$ cat config.mk
export PLATFORM = sky130hd
export DESIGN_NAME = kronos_mem_arbiter
export DESIGN_NICKNAME = d
export VERILOG_FILES = /design/src/rtl/kronos_mem_arbiter.sv
export SDC_FILE = /design/constraint.sdc
export NUM_CORES = 1
export LEC_CHECK = 0
export ABC_AREA = 1
export BUFFER_PORTS_ARGS = -buffer_cell sky130_fd_sc_hd__clkbuf_2
export CAP_MARGIN = 15
export CORE_AREA = 2 2 175 177
export DETAILED_ROUTE_END_ITERATION = 8
export DIE_AREA = 0 0 177 179
export MAX_ROUTING_LAYER = met4
export SYNTH_ARGS = -nofsm -noshare
export SYNTH_HDL_FRONTEND = slang
export SYNTH_SLANG_ARGS = --single-unit
$ cat constraint.sdc
create_clock -name clk -period 4.6 [get_ports clk]
set_clock_uncertainty 0.05 [all_clocks]
set_input_delay 1.15 -clock clk [delete_from_list [all_inputs] [get_ports clk]]
set_output_delay 1.15 -clock clk [all_outputs]
set_load 0.05 [all_outputs]
$ cat src/rtl/kronos_mem_arbiter.sv
// N-core fetch/data arbiter onto one single-port synchronous RAM.
// Define KRONOS_ARB_STARVE_GUARD_EN to build in the fetch starvation guard.
module kronos_mem_arbiter #(
    parameter int NUM_CORES    = 2,
    parameter int STARVE_LIMIT = 8,
    parameter int IDX_W        = (NUM_CORES > 1) ? $clog2(NUM_CORES) : 1
) (
    input  logic                    clk,
    input  logic                    rstz,
    input  logic [32*NUM_CORES-1:0] instr_addr,
    input  logic [NUM_CORES-1:0]    instr_req,
    output logic [NUM_CORES-1:0]    instr_ack,
    output logic [32*NUM_CORES-1:0] instr_data,
    input  logic [32*NUM_CORES-1:0] data_addr,
    input  logic [32*NUM_CORES-1:0] data_wr_data,
    input  logic [4*NUM_CORES-1:0]  data_mask,
    input  logic [NUM_CORES-1:0]    data_wr_en,
    input  logic [NUM_CORES-1:0]    data_req,
    output logic [NUM_CORES-1:0]    data_ack,
    output logic [32*NUM_CORES-1:0] data_rd_data,
    output logic                    mem_en,
    output logic                    mem_wr_en,
    output logic [31:0]             mem_addr,
    output logic [31:0]             mem_wr_data,
    output logic [3:0]              mem_mask,
    input  logic [31:0]             mem_rd_data,
    output logic                    gnt_valid,
    output logic                    gnt_is_data,
    output logic [IDX_W-1:0]        gnt_idx
);

    if (NUM_CORES < 1 || NUM_CORES > 8) begin : g_bad_cores
        $error("NUM_CORES out of range");
    end
    if (STARVE_LIMIT < 1 || STARVE_LIMIT > 255) begin : g_bad_limit
        $error("STARVE_LIMIT out of range");
    end

    function automatic logic [IDX_W-1:0] rr_pick(
        input logic [NUM_CORES-1:0] req,
        input logic [IDX_W-1:0]     ptr
    );
        logic [IDX_W-1:0] pick;
        logic             found;
        int               k;
        pick  = '0;
        found = 1'b0;
        for (int i = 0; i < NUM_CORES; i++) begin
            k = (int'(ptr) + i) % NUM_CORES;
            if (!found && req[k]) begin
                pick  = IDX_W'(k);
                found = 1'b1;
            end
        end
        return pick;
    endfunction

    function automatic logic [IDX_W-1:0] rr_next(input logic [IDX_W-1:0] w);
        return IDX_W'((int'(w) + 1) % NUM_CORES);
    endfunction

    logic [IDX_W-1:0] dptr;
    logic [IDX_W-1:0] iptr;
    logic [IDX_W-1:0] d_win;
    logic [IDX_W-1:0] i_win;
    logic             any_d;
    logic             any_i;
    logic             sel_d;
    logic             sel_i;
    logic             armed;
    logic             rd_v;
    logic             rd_is_data;
    logic [IDX_W-1:0] rd_idx;

    assign any_d = |data_req;
    assign any_i = |instr_req;
    assign d_win = rr_pick(data_req, dptr);
    assign i_win = rr_pick(instr_req, iptr);

`ifdef KRONOS_ARB_STARVE_GUARD_EN
    logic [7:0] starve_cnt;

    assign armed = (starve_cnt == 8'(STARVE_LIMIT));

    always_ff @(posedge clk or negedge rstz) begin
        if (!rstz) begin
            starve_cnt <= '0;
        end else if (!any_i || sel_i) begin
            starve_cnt <= '0;
        end else if (sel_d && !armed) begin
            starve_cnt <= starve_cnt + 8'd1;
        end
    end
`else
    assign armed = 1'b0;
`endif

    // No grant is issued while reset is held
    assign sel_i = rstz && any_i && (armed || !any_d);
    assign sel_d = rstz && any_d && !sel_i;

    assign gnt_valid   = sel_i || sel_d;
    assign gnt_is_data = sel_d;
    assign gnt_idx     = sel_d ? d_win : (sel_i ? i_win : '0);

    always_comb begin
        mem_en      = 1'b0;
        mem_wr_en   = 1'b0;
        mem_addr    = '0;
        mem_wr_data = '0;
        mem_mask    = '0;
        for (int k = 0; k < NUM_CORES; k++) begin
            if (gnt_valid && gnt_idx == IDX_W'(k)) begin
                mem_en = 1'b1;
                if (gnt_is_data) begin
                    mem_addr    = data_addr[32*k +: 32];
                    mem_wr_data = data_wr_data[32*k +: 32];
                    mem_mask    = data_mask[4*k +: 4];
                    mem_wr_en   = data_wr_en[k];
                end else begin
                    mem_addr = instr_addr[32*k +: 32];
                end
            end
        end
    end

    always_ff @(posedge clk or negedge rstz) begin
        if (!rstz) begin
            instr_ack  <= '0;
            data_ack   <= '0;
            dptr       <= '0;
            iptr       <= '0;
            rd_v       <= 1'b0;
            rd_is_data <= 1'b0;
            rd_idx     <= '0;
        end else begin
            instr_ack  <= '0;
            data_ack   <= '0;
            rd_v       <= 1'b0;
            rd_is_data <= sel_d;
            rd_idx     <= gnt_idx;
            if (sel_d) begin
                data_ack[d_win] <= 1'b1;
                dptr            <= rr_next(d_win);
                rd_v            <= !data_wr_en[d_win];
            end
            if (sel_i) begin
                instr_ack[i_win] <= 1'b1;
                iptr             <= rr_next(i_win);
                rd_v             <= 1'b1;
            end
        end
    end

    // RAM read data lands on the tagged lane only
    always_comb begin
        instr_data   = '0;
        data_rd_data = '0;
        for (int k = 0; k < NUM_CORES; k++) begin
            if (rd_v && rd_idx == IDX_W'(k)) begin
                if (rd_is_data) begin
                    data_rd_data[32*k +: 32] = mem_rd_data;
                end else begin
                    instr_data[32*k +: 32] = mem_rd_data;
                end
            end
        end
    end

endmodule

### Word-level counts from Yosys, hierarchy flattened

Cells that the tools add are included.

| storage, ports and cells | value |
|---|---|
| memories kept | 0 |
| bits in latches | 0 |
| flip-flop bits (word level) | 9 |
| memory bits (writable) | 0 |
| memory bits (read-only) | 0 |
| output and inout port bits | 205 |

| operators by class | value |
|---|---|
| add/subtract/negate cells | 4 |
| order comparisons | 8 |
| muxes and demuxes | 52 |
| shift operators | 0 |
| reductions and logical operators | 20 |
| bitwise gates (word level) | 4 |
| eq/ne operators | 0 |
| $mul | 0 |
| div/mod/pow operators | 0 |

Operators by type and width:

| operator | count |
|---|---|
| 32-bit two-way mux | 14 |
| 1-bit two-way mux | 30 |
| 4-bit two-way mux | 4 |
| 1-bit logical AND | 12 |
| 1-bit by 2-bit < comparator with 1-bit output (second input constant) | 4 |
| 2-bit by 3-bit < comparator with 1-bit output (second input constant) | 2 |
| 1-bit zero test | 5 |
| 1-bit adder (second input constant) | 4 |
| 2-bit two-way mux | 2 |
| 2-bit OR reduction | 2 |
| 1-bit bitwise AND (first input constant) | 2 |
| 1-bit demux with 1-bit select | 2 |
| 1-bit >= comparator (second input constant) | 2 |
| 1-bit NOT | 2 |
| 1-bit logical OR | 1 |

### Depth between registers and ports, before layout

| logic depth | value |
|---|---|
| depth after elaboration | 14 |
| mapped depth | 8 |

### Worst setup path before layout

No wires, ideal clock.

| timing path | value |
|---|---|
| path kind | input port to output port |
| start | input rstz |
| end | output mem_addr[22] |
| required time | 3.400 ns |
| setup slack | 1.027 ns |
| stages | 8 |
| data arrival time | 2.373 ns |
| path buffers | 2 |
| path through | buf_4 -> o21ai_1 -> nor2_2 -> nand2_2 -> nand2_2 -> buf_4 -> nand2_1 -> nand2_1 |

| on the way | value |
|---|---|
| cells in the longest elaborated chain, start to end | 9 |
| elaborated cells on any way between the ends | 15 |

RTL lines:

| what | RTL line | text |
|---|---|---|
| start, declared | 9 | `input logic rstz,` |
| 1-bit logical AND (2 in series) | 99 | `assign sel_i = rstz && any_i && (armed \|\| !any_d);` |
| 1-bit zero test | 100 | `assign sel_d = rstz && any_d && !sel_i;` |
| 1-bit logical AND | 100 |  |
| 1-bit two-way mux * | 104 | `assign gnt_idx = sel_d ? d_win : (sel_i ? i_win : '0);` |
| named net gnt_idx | 29 | `output logic [IDX_W-1:0] gnt_idx` |
| 1-bit NOT | 113 | `if (gnt_valid && gnt_idx == IDX_W'(k)) begin` |
| 1-bit logical AND | 113 |  |
| 32-bit two-way mux | 113 |  |
| 32-bit two-way mux * | 113 |  |
| end, declared | 23 | `output logic [31:0] mem_addr,` |

The timed path passes the listed nets; every way through them passes the cells marked *.

### Worst setup path in the final report

| timing path | value |
|---|---|
| start | input rstz |
| end | output mem_addr[11] |

| on the way | value |
|---|---|
| cells in the longest elaborated chain, start to end | 9 |
| elaborated cells on any way between the ends | 15 |

RTL lines:

| what | RTL line |
|---|---|
| 1-bit logical AND (2 in series) | 99 |
| 1-bit zero test | 100 |
| 1-bit logical AND | 100 |
| 1-bit two-way mux | 104 |
| 1-bit NOT | 113 |
| 1-bit logical AND | 113 |
| 32-bit two-way mux | 113 |
| 32-bit two-way mux * | 113 |

Every way passes the cells marked *; elsewhere a longest branch is shown, timed or not.

==> metrics.md <==
| Metric | Value |
|---|---|
| Internal power | `478.1 uW` |
| Post-synthesis sequential area ratio | `0.05980` |
| Max cap viols | `0` |
| H-tree levels | `1` |
| Num CTS Buffers | `3` |
| Yosys reg bits | `9` |
| Crit path cell chain | `clkbuf_2, o21ai_1, nand2_2, buf_4, nand4_1, nand2_1, clkbuf_2` |
| Syn-to-layout area delta | `77.61%` |
| Status | `finished clean` |
| N_diodes | `0` |
| Latest clock arrival within the worst-skew pair | `0.25 ns` |
| Antenna Violating Nets Remaining | `0` |
| Syn Inst Count | `823` |
| Routed vias | `6,663` |
| Setup-failing EPs final | `0` |
| Die width | `177 um` |
| Tcrit/Tclk final | `0.8787` |
| Cell area after layout | `6689 um2` |
| Iter 0 DRT Violations | `311` |
| Critical Path AT | `2.84 ns` |
| Top cell family by delay on the critical path | `buffers and inverters` |
| Actual slew at the worst max-slew pin | `0.6931 ns` |
| Minimum hold slack | `0.4595 ns` |
| # fillers | `3,533` |
| Avg Cell Area, Syn | `4.576 um2` |
| Largest net degree at the start of global routing | `72` |
| Overflow after GRT | `0` |
| Critical path class | `input pin to output pin` |
| Via density | `4.146` |
| CTS tree | `done` |
| Sw Pwr | `712.9 uW` |
| Placed Instances | `1,601` |
| CP Buf/Inv Count | `3` |
| RSZ-0062 raised after global routing | `no` |
| PD cells | `178.1 nW/um2` |
| Root Driver | `clkbuf_16` |
| Starting Density | `0.1254` |
| Detailed-router iteration count before antenna repair | `4` |
| Clock transition at path regs | `0.04 ns` |
| Post-cts sizing count | `0` |
| Routed wire per std cell | `14.02 um` |
| Clk sinks | `9` |
| Synth unique cells | `20` |
| # port buffers | `444` |
| Required @ worst endpoint | `3.40 ns` |
| Sequential share of power | `0.075` |
| Post CTS Setup Buffer Count | `0` |
| Hold crit path type | `flip-flop to flip-flop` |
| Final Hold Fails | `0` |
| Yosys warnings | `0` |
| Syn Nets | `1,063` |
| Rows | `64` |
| Hpwl dp | `18,120 um` |
| Final Critical Period | `4.042 ns` |
| Fmax | `0.2474 GHz` |
| Post-Syn Area | `3766 um2` |
| Clock Path Buffers | `2` |
| Total Routing Usage GR | `0.1321` |
| Worst setup SP type | `input pin` |
| Cell with the most instances on the worst path | `clkbuf_2` |
| Die H | `179 um` |
| Antenna violations before repair | `0` |
| Sw frac | `0.5986` |
| Vias in the first global route | `5,652` |
| Num ports | `445` |
| Crit-path max FO | `52` |
| Pwr Total | `1191 uW` |
| First-pass GRT wire length | `31,670 um` |
| Die area | `31,680 um2` |
| Leak | `0.004305 uW` |
| WL final | `22,530 um` |
| Layout cells sized above 1 | `0.3947` |
| Clock power frac | `0.139` |
| Nets | `1,452` |
| Peak supply drop | `0.07175 mV` |
| Worst setup EP type | `output pin` |
| DRC | `0` |
| Post-DP Area | `6555 um2` |
| Pins Over Slew Limit | `0` |
| CP max stage delay | `0.50 ns` |
| Post-Layout Cell Count | `1,607` |
| Core area | `30,030 um2` |
| Worst rel slew slack | `0.5363` |
| Post-CTS Hold Buffers | `0` |
| Fin Setup TNS | `0 ns` |
| Routability Congestion | `0.8743` |
| Logic pwr share | `0.786` |
| Crit-path slowest cell | `buf_4` |
==> cell usage in the layout, fill, tap and decap left out, drive strengths merged, types with 2 or more instances in the layout <==
cell    netlist  routed
clkbuf       27     429
nand2       307     307
nor3        128     128
inv         116     116
nor2         77      77
nand4        69      69
buf          51      37
nand3        32      32
dfrtp         9       9
a21oi         2       2
o21ai         2       2
==> metrics by stage <==
stage	util	worst slack (ns)
after floorplan	-	1.027
after global placement	0.2183	0.5039
after detailed placement	0.2183	0.5278
after CTS	0.2209	0.5228
after global routing	0.2228	0.3855
final	0.2228	0.5581
==> metal layers <==
layer / global-route usage / up-vias / wire length (um)
met5: - / - / 0
li1: - / 3373 / -
met4: 0.02479 / 0 / 262
met2: 0.2458 / 320 / 11760
met3: 0.01951 / 12 / 1669
met1: 0.1502 / 2958 / 8830
==> flip-flops by register name, summed over array words and instances (netlist names) <==
name / cells
iptr: 1
data_ack: 2
rd_is_data: 1
dptr: 1
rd_idx: 1
rd_v: 1
instr_ack: 2
==> tightest hold or removal path: stages (launching register included) <==
cell     delay [ns]
dfrtp_1        0.31
inv_1          0.05
a21oi_1        0.11
==> power groups by stage <==
stage               sequential (uW)  clock (uW)  combinational (uW)
global route                   89.8         174                1000
floorplan                      94.8           0                 602
detailed placement             90.5           0                 936
CTS                            89.2         171                 938
global placement               90.5           0                 931
finish                         89.0         165                 937
==> Yosys cell counts, drive strengths merged <==
cell type,instances,area (um2)
nand3,32,160.2
o211ai,1,7.510
dfrtp,9,225.2
inv,116,435.4
o21ai,2,13.76
nand4,69,431.7
nor2,77,291.5
a21boi,1,7.510
nand2,307,1160
o21bai,1,7.510
clkbuf,27,101.4
nor3,128,640.6
a21oi,2,10.01
buf,51,274.0
==> cell type report <==
cell class	instances	area (um2)	area share
multi-input combinational	620	2745	0.4104
timing repair buffer	462	2708	0.4048
tap	396	495.5	0.07407
inverter	116	435.4	0.06510
sequential	9	226.5	0.03386
clock buffer	4	78.83	0.01178
==> path summary, 6_finish.rpt <==
check	from	end	slack (ns)	cells past startpoint
max in group asynchronous	rstz	rd_is_data	3.04	2
worst max-delay path	rstz	mem_addr[11]	0.56	7
worst min register to register	iptr	iptr	0.46	2
worst max register to register	dptr	rd_v	3.07	5
min in group asynchronous	rstz	instr_ack[0]	0.74	1
worst min-delay path	iptr	iptr	0.46	2
==> logic make-up (layout without fill, tap and decap cells) <==
| logic type | count (synthesis) | count (layout) | synth area share |
|---|---|---|---|
| buffers and inverters | 194 | 582 | 0.2153 |
| DFF | 9 | 9 | 0.05980 |
| AOI/OAI and AO/OA | 7 | 7 | 0.01229 |
| and+or+nand+nor | 613 | 613 | 0.7126 |
(Power assumes the default switching activity.)
